**config.mk**
```make
export PLATFORM = sky130hd
export DESIGN_NAME = jtag_tap_ctrl_flat
export DESIGN_NICKNAME = d
export VERILOG_FILES = /design/src/rtl/jtag_pkg.sv /design/src/rtl/jtag_tap_ctrl_if.sv /design/src/rtl/jtag_tap_fsm.sv /design/src/rtl/jtag_tap_ctrl.sv /design/src/flat_wrapper.sv
export SDC_FILE = /design/constraint.sdc
export NUM_CORES = 1
export LEC_CHECK = 0
export CAP_MARGIN = 30
export CORE_MARGIN = 2
export CORE_UTILIZATION = 38
export DETAILED_ROUTE_END_ITERATION = 7
export GPL_TIMING_DRIVEN = 0
export SLEW_MARGIN = 20
export SYNTH_ARGS = -nofsm -noshare
export SYNTH_HDL_FRONTEND = slang
export SYNTH_SLANG_ARGS = --single-unit
```
**constraint.sdc**
```tcl
create_clock -name TCK -period 1.84 [get_ports TCK]
set_clock_uncertainty 0.1 [all_clocks]
set_input_delay 0.276 -clock TCK [delete_from_list [all_inputs] [get_ports TCK]]
set_output_delay 0.276 -clock TCK [all_outputs]
set_load 0.005 [all_outputs]
```
**src/rtl/jtag_pkg.sv**
```systemverilog
// Shared TAP definitions: state encodings, decoded state flags and
// instruction opcodes that scale with the instruction register width.
package jtag_pkg;

   typedef enum logic [3:0] {
      TLR      = 4'hF,
      RTI      = 4'hC,
      SEL_DR   = 4'h7,
      CAP_DR   = 4'h6,
      SH_DR    = 4'h2,
      EX1_DR   = 4'h1,
      PAUSE_DR = 4'h3,
      EX2_DR   = 4'h0,
      UPD_DR   = 4'h5,
      SEL_IR   = 4'h4,
      CAP_IR   = 4'hE,
      SH_IR    = 4'hA,
      EX1_IR   = 4'h9,
      PAUSE_IR = 4'hB,
      EX2_IR   = 4'h8,
      UPD_IR   = 4'hD
   } tap_state_e;

   // tlr_next looks one edge ahead so instr is already IDCODE on arrival in TLR.
   typedef struct packed {
      logic tlr_next;
      logic cap_dr;
      logic sh_dr;
      logic upd_dr;
      logic cap_ir;
      logic sh_ir;
      logic upd_ir;
   } tap_flags_t;

   localparam int unsigned OP_EXTEST = 0;
   localparam int unsigned OP_SAMPLE = 1;
   localparam int unsigned OP_IDCODE = 2;
   localparam int unsigned OP_INTEST = 3;
   localparam int unsigned OP_USER   = 4;

   localparam logic [1:0] IR_CAPTURE = 2'b01;

   function automatic logic [31:0] op_val(input logic [31:0] op, input int unsigned w);
      logic [31:0] mask;
      mask = (w >= 32) ? 32'hFFFF_FFFF : ((32'd1 << w) - 32'd1);
      return op & mask;
   endfunction

   function automatic logic [31:0] bypass_op(input int unsigned w);
      return op_val(32'hFFFF_FFFF, w);
   endfunction

endpackage

```
**src/rtl/jtag_tap_ctrl_if.sv**
```systemverilog
// Pin-side and core-side signals of the TAP, grouped for the controller and its driver.
interface jtag_tap_ctrl_if #(
   parameter int unsigned IR_W   = 4,
   parameter int unsigned USER_W = 8
);
   // No handshake: TMS/TDI are sampled on every rising TCK, and TDO carries data only while TDO_EN is high.
   logic              TMS;
   logic              TDI;
   logic              TDO;
   logic              TDO_EN;
   logic              bsr_tdo;
   logic              bsr_capture;
   logic              bsr_shift;
   logic              bsr_update;
   logic              bsr_mode;
   logic [USER_W-1:0] user_capture_data;
   logic [USER_W-1:0] user_update_data;
   logic              user_update_stb;
   logic [IR_W-1:0]   instr;
   logic [3:0]        tap_state;

   modport master (
      output TMS, TDI, bsr_tdo, user_capture_data,
      input  TDO, TDO_EN, bsr_capture, bsr_shift, bsr_update, bsr_mode,
             user_update_data, user_update_stb, instr, tap_state
   );

   modport slave (
      input  TMS, TDI, bsr_tdo, user_capture_data,
      output TDO, TDO_EN, bsr_capture, bsr_shift, bsr_update, bsr_mode,
             user_update_data, user_update_stb, instr, tap_state
   );
endinterface

```
**src/rtl/jtag_tap_fsm.sv**
```systemverilog
// 16-state 1149.1 TAP controller, advanced by TMS on rising TCK, plus the
// decoded state flags the register paths act on.
module jtag_tap_fsm
   import jtag_pkg::*;
(
   input  logic       tck_i,
   input  logic       trst_ni,
   input  logic       tms_i,
   output tap_state_e state_o,
   output tap_flags_t flags_o
);

   tap_state_e state_q;
   tap_state_e state_d;

   always_ff @(posedge tck_i or negedge trst_ni) begin
      if (!trst_ni) state_q <= TLR;
      else          state_q <= state_d;
   end

   always_comb begin
      state_d = state_q;
      case (state_q)
         TLR:      state_d = tms_i ? TLR    : RTI;
         RTI:      state_d = tms_i ? SEL_DR : RTI;
         SEL_DR:   state_d = tms_i ? SEL_IR : CAP_DR;
         CAP_DR:   state_d = tms_i ? EX1_DR : SH_DR;
         SH_DR:    state_d = tms_i ? EX1_DR : SH_DR;
         EX1_DR:   state_d = tms_i ? UPD_DR : PAUSE_DR;
         PAUSE_DR: state_d = tms_i ? EX2_DR : PAUSE_DR;
         EX2_DR:   state_d = tms_i ? UPD_DR : SH_DR;
         UPD_DR:   state_d = tms_i ? SEL_DR : RTI;
         SEL_IR:   state_d = tms_i ? TLR    : CAP_IR;
         CAP_IR:   state_d = tms_i ? EX1_IR : SH_IR;
         SH_IR:    state_d = tms_i ? EX1_IR : SH_IR;
         EX1_IR:   state_d = tms_i ? UPD_IR : PAUSE_IR;
         PAUSE_IR: state_d = tms_i ? EX2_IR : PAUSE_IR;
         EX2_IR:   state_d = tms_i ? UPD_IR : SH_IR;
         UPD_IR:   state_d = tms_i ? SEL_DR : RTI;
         default:  state_d = TLR;
      endcase

      flags_o          = '0;
      flags_o.tlr_next = (state_d == TLR);
      flags_o.cap_dr   = (state_q == CAP_DR);
      flags_o.sh_dr    = (state_q == SH_DR);
      flags_o.upd_dr   = (state_q == UPD_DR);
      flags_o.cap_ir   = (state_q == CAP_IR);
      flags_o.sh_ir    = (state_q == SH_IR);
      flags_o.upd_ir   = (state_q == UPD_IR);
   end

   assign state_o = state_q;

endmodule

```
**src/rtl/jtag_tap_ctrl.sv**
```systemverilog
// TAP block: instruction register, bypass/IDCODE/user data registers,
// boundary-chain strobes and the falling-edge TDO driver.
module jtag_tap_ctrl
   import jtag_pkg::*;
#(
   parameter int unsigned IR_W       = 4,
   parameter int unsigned USER_W     = 8,
   parameter logic [31:0] IDCODE_VAL = 32'h1000_0001
) (
   input logic            TCK,
   input logic            TRSTn,
   jtag_tap_ctrl_if.slave jif
);

   localparam logic [IR_W-1:0] OPC_EXTEST = IR_W'(op_val(OP_EXTEST, IR_W));
   localparam logic [IR_W-1:0] OPC_SAMPLE = IR_W'(op_val(OP_SAMPLE, IR_W));
   localparam logic [IR_W-1:0] OPC_IDCODE = IR_W'(op_val(OP_IDCODE, IR_W));
   localparam logic [IR_W-1:0] OPC_INTEST = IR_W'(op_val(OP_INTEST, IR_W));
   localparam logic [IR_W-1:0] OPC_USER   = IR_W'(op_val(OP_USER, IR_W));
   localparam logic [IR_W-1:0] IR_CAP_VAL = IR_W'(IR_CAPTURE);

   tap_state_e state;
   tap_flags_t fl;

   jtag_tap_fsm u_fsm (
      .tck_i   (TCK),
      .trst_ni (TRSTn),
      .tms_i   (jif.TMS),
      .state_o (state),
      .flags_o (fl)
   );

   logic [IR_W-1:0]   instr_q,    instr_d;
   logic [IR_W-1:0]   ir_sr_q,    ir_sr_d;
   logic              byp_q,      byp_d;
   logic [31:0]       id_sr_q,    id_sr_d;
   logic [USER_W-1:0] user_sr_q,  user_sr_d;
   logic [USER_W-1:0] user_upd_q, user_upd_d;
   logic              user_stb_q, user_stb_d;
   logic              tdo_q,      tdo_d;
   logic              tdo_en_q,   tdo_en_d;

   logic sel_bsr, sel_id, sel_user, sel_byp, mode, dr_so;

   // Anything not explicitly decoded, including all-ones, falls through to bypass.
   always_comb begin
      sel_bsr  = 1'b0;
      sel_id   = 1'b0;
      sel_user = 1'b0;
      mode     = 1'b0;
      if (instr_q == OPC_EXTEST || instr_q == OPC_INTEST) begin
         sel_bsr = 1'b1;
         mode    = 1'b1;
      end else if (instr_q == OPC_SAMPLE) begin
         sel_bsr = 1'b1;
      end else if (instr_q == OPC_IDCODE) begin
         sel_id = 1'b1;
      end else if (instr_q == OPC_USER) begin
         sel_user = 1'b1;
      end
      sel_byp = ~(sel_bsr | sel_id | sel_user);
   end

   always_comb begin
      instr_d    = instr_q;
      ir_sr_d    = ir_sr_q;
      byp_d      = byp_q;
      id_sr_d    = id_sr_q;
      user_sr_d  = user_sr_q;
      user_upd_d = user_upd_q;
      user_stb_d = 1'b0;

      if (fl.tlr_next)    instr_d = OPC_IDCODE;
      else if (fl.upd_ir) instr_d = ir_sr_q;

      if (fl.cap_ir)     ir_sr_d = IR_CAP_VAL;
      else if (fl.sh_ir) ir_sr_d = IR_W'({jif.TDI, ir_sr_q} >> 1);

      if (fl.cap_dr) begin
         if (sel_byp)  byp_d     = 1'b0;
         if (sel_id)   id_sr_d   = IDCODE_VAL;
         if (sel_user) user_sr_d = jif.user_capture_data;
      end else if (fl.sh_dr) begin
         if (sel_byp)  byp_d     = jif.TDI;
         if (sel_id)   id_sr_d   = 32'({jif.TDI, id_sr_q} >> 1);
         if (sel_user) user_sr_d = USER_W'({jif.TDI, user_sr_q} >> 1);
      end

      if (fl.upd_dr && sel_user) begin
         user_upd_d = user_sr_q;
         user_stb_d = 1'b1;
      end
   end

   always_ff @(posedge TCK or negedge TRSTn) begin
      if (!TRSTn) begin
         instr_q    <= OPC_IDCODE;
         ir_sr_q    <= '0;
         byp_q      <= 1'b0;
         id_sr_q    <= IDCODE_VAL;
         user_sr_q  <= '0;
         user_upd_q <= '0;
         user_stb_q <= 1'b0;
      end else begin
         instr_q    <= instr_d;
         ir_sr_q    <= ir_sr_d;
         byp_q      <= byp_d;
         id_sr_q    <= id_sr_d;
         user_sr_q  <= user_sr_d;
         user_upd_q <= user_upd_d;
         user_stb_q <= user_stb_d;
      end
   end

   always_comb begin
      dr_so = byp_q;
      if (sel_bsr)       dr_so = jif.bsr_tdo;
      else if (sel_id)   dr_so = id_sr_q[0];
      else if (sel_user) dr_so = user_sr_q[0];

      tdo_d = 1'b0;
      if (fl.sh_ir)      tdo_d = ir_sr_q[0];
      else if (fl.sh_dr) tdo_d = dr_so;
      tdo_en_d = fl.sh_ir | fl.sh_dr;
   end

   // Falling-edge launch gives the external capture a full half period of setup.
   always_ff @(negedge TCK or negedge TRSTn) begin
      if (!TRSTn) begin
         tdo_q    <= 1'b0;
         tdo_en_q <= 1'b0;
      end else begin
         tdo_q    <= tdo_d;
         tdo_en_q <= tdo_en_d;
      end
   end

   assign jif.TDO              = tdo_q;
   assign jif.TDO_EN           = tdo_en_q;
   assign jif.bsr_capture      = fl.cap_dr & sel_bsr;
   assign jif.bsr_shift        = fl.sh_dr & sel_bsr;
   assign jif.bsr_update       = fl.upd_dr & sel_bsr;
   assign jif.bsr_mode         = mode;
   assign jif.user_update_data = user_upd_q;
   assign jif.user_update_stb  = user_stb_q;
   assign jif.instr            = instr_q;
   assign jif.tap_state        = state;

endmodule
```
**src/flat_wrapper.sv**
```systemverilog
// flat-port wrapper written by rule: the top's interface ports become plain ports
module jtag_tap_ctrl_flat import jtag_pkg::*;
#(
   parameter int unsigned IR_W       = 4,
   parameter int unsigned USER_W     = 8,
   parameter logic [31:0] IDCODE_VAL = 32'h1000_0001
)
  (TCK, TRSTn, jif_TMS, jif_TDI, jif_bsr_tdo, jif_user_capture_data, jif_TDO, jif_TDO_EN, jif_bsr_capture, jif_bsr_shift, jif_bsr_update, jif_bsr_mode, jif_user_update_data, jif_user_update_stb, jif_instr, jif_tap_state);
  jtag_tap_ctrl_if #(.IR_W(IR_W), .USER_W(USER_W)) jif_i ();
  input logic TCK;
  input logic TRSTn;
  input wire logic [$bits(jif_i.TMS)-1:0] jif_TMS;
  input wire logic [$bits(jif_i.TDI)-1:0] jif_TDI;
  input wire logic [$bits(jif_i.bsr_tdo)-1:0] jif_bsr_tdo;
  input wire logic [$bits(jif_i.user_capture_data)-1:0] jif_user_capture_data;
  output wire logic [$bits(jif_i.TDO)-1:0] jif_TDO;
  output wire logic [$bits(jif_i.TDO_EN)-1:0] jif_TDO_EN;
  output wire logic [$bits(jif_i.bsr_capture)-1:0] jif_bsr_capture;
  output wire logic [$bits(jif_i.bsr_shift)-1:0] jif_bsr_shift;
  output wire logic [$bits(jif_i.bsr_update)-1:0] jif_bsr_update;
  output wire logic [$bits(jif_i.bsr_mode)-1:0] jif_bsr_mode;
  output wire logic [$bits(jif_i.user_update_data)-1:0] jif_user_update_data;
  output wire logic [$bits(jif_i.user_update_stb)-1:0] jif_user_update_stb;
  output wire logic [$bits(jif_i.instr)-1:0] jif_instr;
  output wire logic [$bits(jif_i.tap_state)-1:0] jif_tap_state;
  assign jif_i.TMS = jif_TMS;
  assign jif_i.TDI = jif_TDI;
  assign jif_i.bsr_tdo = jif_bsr_tdo;
  assign jif_i.user_capture_data = jif_user_capture_data;
  assign jif_TDO = jif_i.TDO;
  assign jif_TDO_EN = jif_i.TDO_EN;
  assign jif_bsr_capture = jif_i.bsr_capture;
  assign jif_bsr_shift = jif_i.bsr_shift;
  assign jif_bsr_update = jif_i.bsr_update;
  assign jif_bsr_mode = jif_i.bsr_mode;
  assign jif_user_update_data = jif_i.user_update_data;
  assign jif_user_update_stb = jif_i.user_update_stb;
  assign jif_instr = jif_i.instr;
  assign jif_tap_state = jif_i.tap_state;
  jtag_tap_ctrl #(.IR_W(IR_W), .USER_W(USER_W), .IDCODE_VAL(IDCODE_VAL)) u_core (.TCK(TCK), .TRSTn(TRSTn), .jif(jif_i));
endmodule
```
=== After elaboration in Yosys (flattened, before gate mapping) ===
Index checks and enable logic that the tools add are counted.

* Equal/unequal tests: 26
* Mux-type cells: 45
* Bitwise operators: 6
* Reductions and logical operators: 13

{| class="wikitable"
|+ Operator list
! operator !! count
|-
| $mux W32 || 4
|-
| $pmux W4 S12 || 1
|-
| $eq A4 B4 Y1 const B || 9
|-
| $mux W8 || 4
|-
| $mux W1 || 21
|-
| $eq A4 B3 Y1 const B || 5
|-
| $mux W4 || 5
|-
| $eq A4 B2 Y1 const B || 4
|-
| $mux W2 || 6
|-
| $mux W3 || 4
|-
| $ne A2 B2 Y1 const B || 6
|-
| $reduce_and A3 Y1 || 3
|-
| $eq A4 B1 Y1 const B || 2
|-
| $logic_not A4 Y1 || 2
|-
| $reduce_bool A2 Y1 || 3
|-
| $reduce_or A2 Y1 || 2
|-
| $and A1 B1 Y1 || 3
|-
| $or A1 B1 Y1 || 3
|-
| $reduce_or A3 Y1 || 1
|-
| $logic_and A1 B1 Y1 || 1
|-
| $logic_or A1 B1 Y1 || 1
|}

* Register bits: 64
* Input bits: 13
* Output and inout port bits: 23
* Logic and storage cells: 100

=== Logic depth before layout (Yosys ltp) ===
Gate-level depths: netlist of run 1.

* Word-level depth: 10
* Depth in mapped cells: 6
* Gate-level depth less buffers: 4

=== Cells and area by module ===
Synthesis of run 1 repeated with hierarchy kept, for this count alone.

* Cells, all modules: 286
* Area, all modules: 2909.0 um2

{| class="wikitable"
|+ Modules (own cells, without submodules)
! module !! times used !! cells each !! area each (um2) !! seq. area each (um2)
|-
| jtag_tap_ctrl || 1 || 252 || 2623.8 || 1505.2
|-
| jtag_tap_fsm || 1 || 34 || 285.3 || 105.1
|}

==> key figures, run 1 <==
Routing
  • Drt wl/cell: roughly 15 um
  • WL final: 6.88 mm
  • Vias: roughly 2,300
  • Drt initial violations: around 150
  • Post-DR vias/cell: between 4 and 5
  • Initial DRT Pass Iterations: 5
  • Routed Antenna Nets: 0
  • DRC: 0

Logic synthesis
  • Synth warn: 0
  • Synth Register Bits: between 60 and 70
  • Average size of a mapped cell: 10.0 um^2
  • Library cells used by synthesis: 30
  • Largest family of logic cells by synthesized area: simple AND/OR/NAND/NOR gates
  • Synth top area cells: dfrtp_1 (48%), o21ai_0 (8.6%), nand2b_1 (7.7%), nand2_1 (6.9%), dfstp_2 (6.5%)
  • Synth Area in XOR/XNOR: 0%
  • Mapped cell area: roughly 2800 um^2
  • Area fraction of the dominant cell type after synthesis: 48.4%
  • Post-Synth Adder-Cell Area: 0%
  • Cells after Synth: ~280
  • Compound-Gate Fraction of Synth Area: between 10 and 15%
  • Post-synthesis mux area share: slightly above 7%
  • Post-synthesis simple-gate area fraction: about 22%
  • Syn nets: 296
  • Post-synthesis sequential area ratio: between 50% and 60%
  • Dominant cell type by area after synthesis: dfrtp_1

Floorplan
  • Core box area: about 7300 um^2
  • IO Pins: 36
  • Die footprint: slightly above 8000 um^2
  • Number of cell rows: 31
  • Chip Height: between 90 and 100 um
  • Starting Density: approximately 40%
  • Die W: approximately 90 um

STA
  • Max-slew violations: 0
  • Final Hold Vio Count: 0
  • Setup Total Neg Slack: -2.63 ns
  • Slew HR: about 75%
  • Endpoints failing setup: 20
  • Final WS setup: -0.484 ns
  • RSZ-0062 raised after global routing: yes
  • Worst hold margin: ~0.25 ns
  • Worst Max-Slew Pin Slew: 0.381 ns

Outcome
  • Violated checks: setup timing
  • Status: finished with violations

Clock network
  • Clock Tree Root: clkbuf_8
  • CTS clk-pin slew, worst paths: approximately 0.07 ns
  • Max Root-Sink Buffers: 2
  • CTS tree: yes
  • H-tree levels: 3
  • Clock Sinks: 64
  • Total CTS buffers: 9
  • Worst-Skew Late Latency: between 0.3 and 0.4 ns

Place
  • Place WS: -0.544 ns
  • Port Buffers: 35
  • Post-detail-place hpwl: approximately 3.9 mm
  • Post-Place Cell Area: 3390 um^2
  • GPL Wtd Cong: around 0.83

Global routing
  • Largest net degree at the start of global routing: 52
  • First-pass GRT wire length: between 10 and 15 mm
  • Global Route Usage Sum: about 17%
  • Grt total ovfl: 0
  • Initial antenna violation count: 0
  • Vias in the first global route: about 2,200

Critical path
  • Reg2reg end: u_core.jif.TDO$_DFF_NN0_
  • CP Data Required Time: a little under 1 ns
  • Worst r2r src: u_core.jif.instr[1]$_DFFE_PN1P_
  • Worst Path Buf+Inv: 0
  • R2R setup slack: -0.48 ns
  • Worst setup EP type: flip-flop
  • Worst EP arrival: approximately 1.5 ns
  • Crit-path max cell delay: 0.61 ns
  • Critical path origin: u_core.jif.instr[1]$_DFFE_PN1P_
  • R2R cell count: 3
  • Largest fanout on the critical path: 6
  • WS Path Type: flip-flop to flip-flop
  • Worst-path cell chain: nor4b_4 -> o32ai_2 -> a21oi_1
  • Slowest stage cell on the critical path: dfstp_2
  • CP top delay family: flip-flops
  • CP Launch Type: flip-flop

Hold path
  • Worst min-delay path class: input pin to async pin

Cells and area
  • Fill count: 640
  • Layout Nets: 372
  • Post-route cell area: roughly 4000 um^2
  • N_diodes: 0
  • Synth-to-layout area growth: 40.3%
  • Share of layout cells above drive strength 1: between 20% and 30%

Pwr
  • Leak: 1.81 nW
  • Pwr per Cell Area: roughly 1500 nW/um^2
  • Max rail drop VDD: between 0.0006 and 0.0007 V

Job
  • Max Cap Viol: 0
[placed cells by master, fill, tap and decap left out, types with 2 or more instances in the layout]
cell             instances
a21oi_1                  5
a21oi_2                  2
and3_1                   2
buf_2                    7
buf_4                   24
buf_6                    9
clkbuf_1                 6
clkbuf_16                2
clkbuf_8                13
clkdlybuf4s50_1         26
dfrtn_1                  2
dfrtp_1                 53
dfrtp_2                  2
dfstp_2                  7
dlymetal6s2s_1           2
inv_1                    5
mux2_2                   9
mux2i_1                 10
nand2_1                 51
nand2b_1                33
nand2b_4                 2
nand3_1                  3
nand4_4                  2
nor2_1                   8
nor2_4                   2
nor2b_1                  3
nor3_4                   2
nor4_2                   2
o21ai_0                 44
o21ai_1                  5
[power by group]
part	switching (mW)	internal, mW
Sequential	0.257	1.78
Combinational	1.33	1.46
Clock	0.515	0.564
Total	2.10	3.81
[state kept, by name (all words and copies together), names as in the netlist, 4 cells and up]
register                     count
u_core.jif.user_update_data      8
u_core.user_sr_q                 8
u_core.jif.instr                 4
u_core.ir_sr_q                   4
u_core.u_fsm.state_o             4
u_core.id_sr_q                  32
[worst reg2reg max path: stages (launching register included)]
cell and delay (ns):
dfstp_2 0.61, nor4b_4 0.07, o32ai_2 0.30, a21oi_1 0.13
[layer usage]
| metal | global-route usage [%] | share of wire, % |
|---|---|---|
| met1 | 24.7 | 48 |
| met2 | 24.7 | 47 |
| met3 | 3.17 | 3.5 |
| met4 | 8.08 | 1.7 |
| met5 | 0 | 0 |
[stage by stage]
step           power, mW  cells  utilization [%]
5_1_grt             6.25    463             55.0
2_1_floorplan       3.20    283                -
6_report            5.91    463             55.0
4_1_cts             5.49    450             52.0
3_5_place_dp        3.97    418             46.7
3_3_place_gp        3.93    417             46.4
[cell usage after synthesis]
| cell type | n |
|---|---|
| a211o_1 | 1 |
| a21oi_1 | 7 |
| a22oi_1 | 1 |
| and2b_1 | 2 |
| and3_1 | 2 |
| buf_2 | 3 |
| buf_6 | 1 |
| clkbuf_1 | 11 |
| clkbuf_2 | 1 |
| dfrtn_1 | 2 |
| dfrtp_1 | 55 |
| dfstp_2 | 7 |
| inv_1 | 5 |
| mux2_2 | 9 |
| mux2i_1 | 10 |
| nand2_1 | 52 |
| nand2b_1 | 35 |
| nand3_1 | 4 |
| nand3_2 | 1 |
| nand4_4 | 1 |
| nor2_1 | 10 |
| nor2b_1 | 3 |
| nor3_1 | 2 |
| nor3b_2 | 1 |
| nor4_1 | 4 |
| nor4b_4 | 1 |
| o21ai_0 | 49 |
| o31ai_1 | 1 |
| o32ai_1 | 1 |
| or3_1 | 1 |
[worst max path at each step]
stage	endpoint	slack, ns	depth (start not counted)
global route	u_core.jif.TDO$_DFF_NN0_	-0.49	4
floorplan	u_core.jif.TDO$_DFF_NN0_	-0.37	5
CTS	u_core.jif.TDO$_DFF_NN0_	-0.43	4
finish	u_core.jif.TDO$_DFF_NN0_	-0.48	3
global placement	u_core.jif.TDO_EN$_DFF_NN0_	-2.56	1
detailed placement	u_core.jif.TDO$_DFF_NN0_	-0.54	5
[kinds of logic after synthesis]
logic type	count (synthesis)
AND/OR/NAND/NOR	119
flip-flops	64
AO/OA/AOI/OAI	60
buffers and inverters	21
multiplexers	19
[what timing repair did]
action,in CTS,in global routing
endpoints found under the hold margin,51,0
hold buffers,1,0
pin swaps,7,7
resized for setup,36,54
setup buffers,14,12
cloned,1,1
setup endpoints to repair,11,61
[cell type report]
cell class | count | area, um^2 | share of cell area (%)
sequential | 64 | 1610 | 40.4
buffer | 16 | 158 | 3.95
multi-input combinational | 199 | 1290 | 32.3
inverter | 5 | 18.8 | 0.471
tap | 99 | 124 | 3.11
clock buffer | 15 | 166 | 4.17
timing repair buffer | 64 | 616 | 15.4
clock inverter | 1 | 5.00 | 0.126
No activity file was read; power rests on OpenSTA's default activity.
==> run 2: changes to the inputs <==
- CORE_ASPECT_RATIO: default -> 0.9
- CTS_BUF_LIST: default -> sky130_fd_sc_hd__clkbuf_4 sky130_fd_sc_hd__clkbuf_8 sky130_fd_sc_hd__clkbuf_16
==> run 2 against run 1 <==
  * The run still ends with setup timing left
  * Wire length rose by 3.9%
  * First-iteration DRC count is 45% lower
  * Register-to-register slack got worse by 0.07 ns
==> key figures, run 2 (synthesis gave the netlist of run 1 again) <==
Clock network
  • H-tree levels: 3
  • Clock Sinks: between 60 and 70
  • Clock Tree Root: clkbuf_8
  • Total CTS buffers: 9
  • CTS clk-pin slew, worst paths: around 0.070 ns
  • CTS tree: yes
  • Worst-Skew Late Latency: approximately 0.34 ns
  • Max Root-Sink Buffers: 2

Floorplan
  • Core box area: roughly 7100 um^2
  • Chip Height: roughly 86 um
  • IO Pins: 36
  • Number of cell rows: 29
  • Die footprint: just over 8000 um^2
  • Die W: approximately 95 um
  • Starting Density: 39.8%

Cells and area
  • Commonest cells after routing, fill and taps aside: dfrtp_1 (53), nand2_1 (51), nand2b_1 (33), o21ai_0 (27), buf_4 (26)
  • Max reg flops: 32
  • Register area: 1610 um^2
  • Largest register by flop count: u_core.id_sr_q
  • Post-route cell area: approximately 4200 um^2
  • Share of layout cells above drive strength 1: 31.7%
  • Commonest non-fill, non-tap cell in the layout: dfrtp_1
  • Synth-to-layout area growth: 46.5%
  • N_diodes: 0
  • Multi-input logic area: between 1000 and 1500 um^2
  • Fill count: 626
  • Layout Nets: approximately 390

Routing
  • Post-DR vias/cell: approximately 5
  • DRC: 0
  • Vias: 2,346
  • WL final: approximately 7 mm
  • Initial DRT Pass Iterations: 4
  • Drt wl/cell: between 15 and 20 um
  • Drt initial violations: 84
  • Routed Antenna Nets: 0

STA
  • Final Hold Vio Count: 0
  • Final WS setup: -0.551 ns
  • Max-slew violations: 0
  • Endpoints failing setup: 8
  • Worst Max-Slew Pin Slew: around 0.32 ns
  • RSZ-0062 raised after global routing: yes
  • Worst hold margin: slightly below 0.4 ns
  • Slew HR: 78.2%

Place
  • Post-detail-place hpwl: 4.08 mm
  • Post-Place Cell Area: 3380 um^2
  • Place WS: -0.487 ns
  • Port Buffers: 35
  • GPL Wtd Cong: roughly 0.76

Pwr
  • Leak: around 1.9 nW
  • Pwr per Cell Area: 1550 nW/um^2
  • Max rail drop VDD: slightly below 0.0006 V

Critical path
  • CP Data Required Time: 0.97 ns
  • Worst EP arrival: approximately 1.5 ns
  • Largest fanout on the critical path: 4
  • Worst setup EP type: flip-flop
  • WS Path Type: flip-flop to flip-flop
  • CP Launch Type: flip-flop

Global routing
  • Largest net degree at the start of global routing: 33
  • Initial antenna violation count: 0
  • First-pass GRT wire length: about 11 mm
  • Global Route Usage Sum: between 10% and 20%
  • Grt total ovfl: 0
  • Vias in the first global route: around 2,200

Outcome
  • Status: finished with violations
  • Violated checks: setup timing

Hold path
  • Worst min-delay path class: flip-flop to flip-flop

Job
  • Max Cap Viol: 0
[run 2: worst max-delay path, cell delays in order, from the launching register on]
cell	delay, ns
dfstp_2	0.57
buf_4	0.14
nor4b_4	0.05
o32ai_2	0.29
a21oi_1	0.14
[run 2: stage by stage]
| step | power, mW | instances | util (%) | TNS (ns) |
|---|---|---|---|---|
| global placement | 3.92 | 411 | 47.0 | -110.41 |
| detailed placement | 3.97 | 412 | 47.2 | -2.41 |
| global route | 6.84 | 471 | 58.3 | -2.63 |
| finish | 6.46 | 471 | 58.3 | -1.98 |
| CTS | 5.84 | 454 | 54.3 | -1.96 |
| floorplan | 3.20 | 283 | - | -0.525 |
[run 2: what timing repair did]
action | in CTS | in global routing
setup endpoints to repair | 16 | 60
hold buffers | 2 | 0
setup buffers | 24 | 12
cloned | 1 | 6
hold endpoints to repair | 28 | 0
pin swaps | 7 | 6
resized for setup | 50 | 88
[run 2: routing by layer]
layer	vias up	track usage, %	part of all wire [%]
met5	-	0	0
li1	1142	-	-
met3	8	6.15	4.2
met4	0	4.87	1.0
met1	1150	22.0	46
met2	46	28.0	49
[run 2: path summary, 6_finish.rpt]
path,startpoint,endpoint,slack [ns],cells past startpoint
worst min-delay path,u_core.id_sr_q[1]$_DFFE_PN0P_,u_core.id_sr_q[1]$_DFFE_PN0P_,0.38,2
worst max-delay path,u_core.jif.instr[1]$_DFFE_PN1P_,u_core.jif.TDO$_DFF_NN0_,-0.55,4
worst min register to register,u_core.id_sr_q[1]$_DFFE_PN0P_,u_core.id_sr_q[1]$_DFFE_PN0P_,0.38,2
min in group asynchronous,TRSTn,u_core.u_fsm.state_o[0]$_DFF_PN1_,0.39,2
worst max register to register,u_core.jif.instr[1]$_DFFE_PN1P_,u_core.jif.TDO$_DFF_NN0_,-0.55,4
max in group asynchronous,TRSTn,u_core.jif.TDO_EN$_DFF_NN0_,0.21,3
[run 2: cell type report]
type | instances | share of cell area, %
flip-flops and latches | 64 | 38.7
multi-input cells | 201 | 31.5
plain buffers | 15 | 3.85
clock inverters | 5 | 1.92
well taps | 93 | 2.79
repair buffers | 77 | 17.3
inverters | 5 | 0.451
clock buffers | 11 | 3.48
[run 2: power by group]
| part | switching, mW | total, mW | internal [mW] |
|---|---|---|---|
| logic | 1.45 | 3.09 | 1.65 |
| clock network | 0.544 | 1.36 | 0.812 |
| registers | 0.234 | 2.01 | 1.78 |
| total | 2.23 | 6.46 | 4.24 |
==> run 3: changes to the inputs <==
- CORE_UTILIZATION: 38 -> 54
- PLACE_DENSITY: default -> 0.78
==> run 3 against run 2 <==
  * The flow still finishes with violations (setup timing)
  * Hold slack worse by 0.14 ns
  * Clock power down 15%
  * Non-clock buffer count down 11
  * Wire length up 0.20%
  * Combinational power down 14%
  * Highest routed layer unchanged
==> key figures, run 3 (synthesis gave the netlist of run 1 again) <==
Global routing
  • Met2 GRT Util: 39.4%
  • Grt met1 use: a little under 30%
  • First-pass GRT wire length: ~11 mm
  • Met3 Usage GRT: roughly 8.0%
  • GR peak layer: met2
  • Global Route Usage Sum: 24.2%
  • Initial antenna violation count: 0
  • Vias in the first global route: between 2,000 and 2,500
  • Grt total ovfl: 0
  • Largest net degree at the start of global routing: 47

Pwr
  • Max rail drop VDD: 0.000911 V
  • Pwr per Cell Area: between 1000 and 1500 nW/um^2
  • Total Power: slightly below 6 mW
  • Leak: between 1.5 and 2 nW

Critical path
  • WS Path Type: flip-flop to primary output
  • Reg2reg end: u_core.jif.TDO$_DFF_NN0_
  • R2R cell count: 5
  • CP Data Required Time: between 1 and 1.5 ns
  • Critical path origin: u_core.jif.instr[1]$_DFFE_PN1P_
  • R2R setup slack: -0.48 ns
  • Worst r2r src: u_core.jif.instr[2]$_DFFE_PN0P_
  • Worst setup EP type: primary output
  • CP Capture Point: jif_bsr_capture
  • Largest fanout on the critical path: 4
  • Worst EP arrival: 1.97 ns
  • CP Launch Type: flip-flop

Routing
  • Drt wl/cell: around 17 um
  • Routed Antenna Nets: 0
  • Vias: 2,313
  • WL final: ~7.2 mm
  • Drt initial violations: 158
  • Initial DRT Pass Iterations: 4
  • DRC: 0
  • Post-DR vias/cell: approximately 5.4

Job
  • Max Cap Viol: 0

STA
  • Crit path time final: 2.34 ns
  • Fmax: 427 MHz
  • Final Hold Vio Count: 0
  • Slew HR: 75.1%
  • RSZ-0062 raised after global routing: yes
  • Worst Max-Slew Pin Slew: roughly 0.37 ns
  • Max-slew violations: 0
  • Setup Total Neg Slack: -3.02 ns
  • Endpoints failing setup: 20
  • Final worst-path cycle share: 127%
  • Final WS setup: -0.501 ns

Cells and area
  • Synth-to-layout area growth: 37.8%
  • Share of layout cells above drive strength 1: ~28%
  • Layout Nets: between 300 and 400
  • Max reg flops: 32
  • Commonest non-fill, non-tap cell in the layout: dfrtp_1
  • N_diodes: 0
  • Commonest cells after routing, fill and taps aside: dfrtp_1 (53), nand2_1 (51), o21ai_0 (44), nand2b_1 (34), buf_4 (28)
  • Largest register by flop count: u_core.id_sr_q
  • Post-route cell area: between 3000 and 4000 um^2

Place
  • GPL Wtd Cong: between 0.8 and 0.9
  • Post-detail-place hpwl: about 3.8 mm
  • Port Buffers: 35
  • Post-Place Cell Area: between 3000 and 4000 um^2

Outcome
  • Status: finished with violations
  • Violated checks: setup timing

Clock network
  • Worst-Skew Late Latency: 0.35 ns
  • Clock Tree Root: clkbuf_8
  • Max Root-Sink Buffers: 2
  • CTS tree: yes
  • H-tree levels: 3
  • Total CTS buffers: 9
  • CTS clk-pin slew, worst paths: about 0.070 ns
  • Clock Sinks: 64

Hold path
  • Worst min-delay path class: input pin to async pin

Floorplan
  • Die footprint: around 5900 um^2
  • IO Pins: 36
  • Die W: slightly above 80 um
  • Number of cell rows: 25
  • Core box area: slightly above 5000 um^2
  • Starting Density: a little under three fifths
  • Chip Height: around 73 um
[run 3: cell count changes in the layout (fill, tap and decap cells not counted), sizes merged]
cell	previous run	this run
nand3	7	5
bufinv	2	0
clkbuf	18	19
clkinvlp	2	1
clkdlybuf4s50	23	24
buf	58	48
[run 3: report_power, final]
part	internal (mW)	leakage [nW]	total, mW	switching [mW]
clock network	0.628	0.0995	1.15	0.520
registers	1.78	0.823	2.05	0.266
logic	1.34	0.854	2.65	1.30
total	3.75	1.78	5.84	2.09
[run 3: worst max-delay path: stages (launching register included)]
cell,delay [ns]
dfstp_2,0.40
and2b_2,0.22
nor3_2,0.23
and3_1,0.26
clkdlybuf4s50_1,0.51
[run 3: final cells by class]
type	instances	area [um^2]
Buffer	16	136
Tap cell	67	83.8
Clock inverter	2	12.5
Fill cell	331	1240
Sequential cell	64	1610
Multi-Input combinational cell	199	1280
Inverter	5	18.8
Timing Repair Buffer	65	594
Clock buffer	14	180
[run 3: worst min path at each step]
stage                                  startpoint                                          to  slack, ns  cells after the start
floorplan                                   TRSTn                    u_core.byp_q$_DFFE_PN0P_      -0.12                      0
global placement    u_core.id_sr_q[5]$_DFFE_PN0P_               u_core.id_sr_q[5]$_DFFE_PN0P_       0.36                      2
detailed placement                          TRSTn             u_core.jif.instr[0]$_DFFE_PN0P_       0.07                      1
CTS                                         TRSTn             u_core.user_sr_q[5]$_DFFE_PN0P_       0.23                      2
global route                                TRSTn  u_core.jif.user_update_data[0]$_DFFE_PN0P_       0.26                      2
finish                                      TRSTn             u_core.user_sr_q[5]$_DFFE_PN0P_       0.25                      2
[run 3: through the flow]
stage,setup slack (ns),utilization [%],cells,hold WS (ns)
2_1_floorplan,-0.372,-,283,-0.120
3_3_place_gp,-2.40,64.4,385,0.362
3_5_place_dp,-0.468,64.9,386,0.0702
4_1_cts,-0.389,71.8,419,0.235
5_1_grt,-0.565,75.9,432,0.258
6_report,-0.501,75.9,432,0.250
[run 3: routing by layer]
layer | share of wire (%) | wire length, um
met1 | 43 | 3070
met2 | 50 | 3570
met3 | 4.7 | 339
met4 | 2.6 | 184
met5 | 0 | 0
[run 3: what timing repair did]
| item | CTS | global route |
|---|---|---|
| hold buffers | 1 | 0 |
| cloned | 0 | 2 |
| endpoints found under the hold margin | 16 | 0 |
| buffers inserted | 16 | 11 |
| endpoints found under the setup margin | 10 | 60 |
| pin swaps | 5 | 6 |
| gates resized for setup | 40 | 49 |
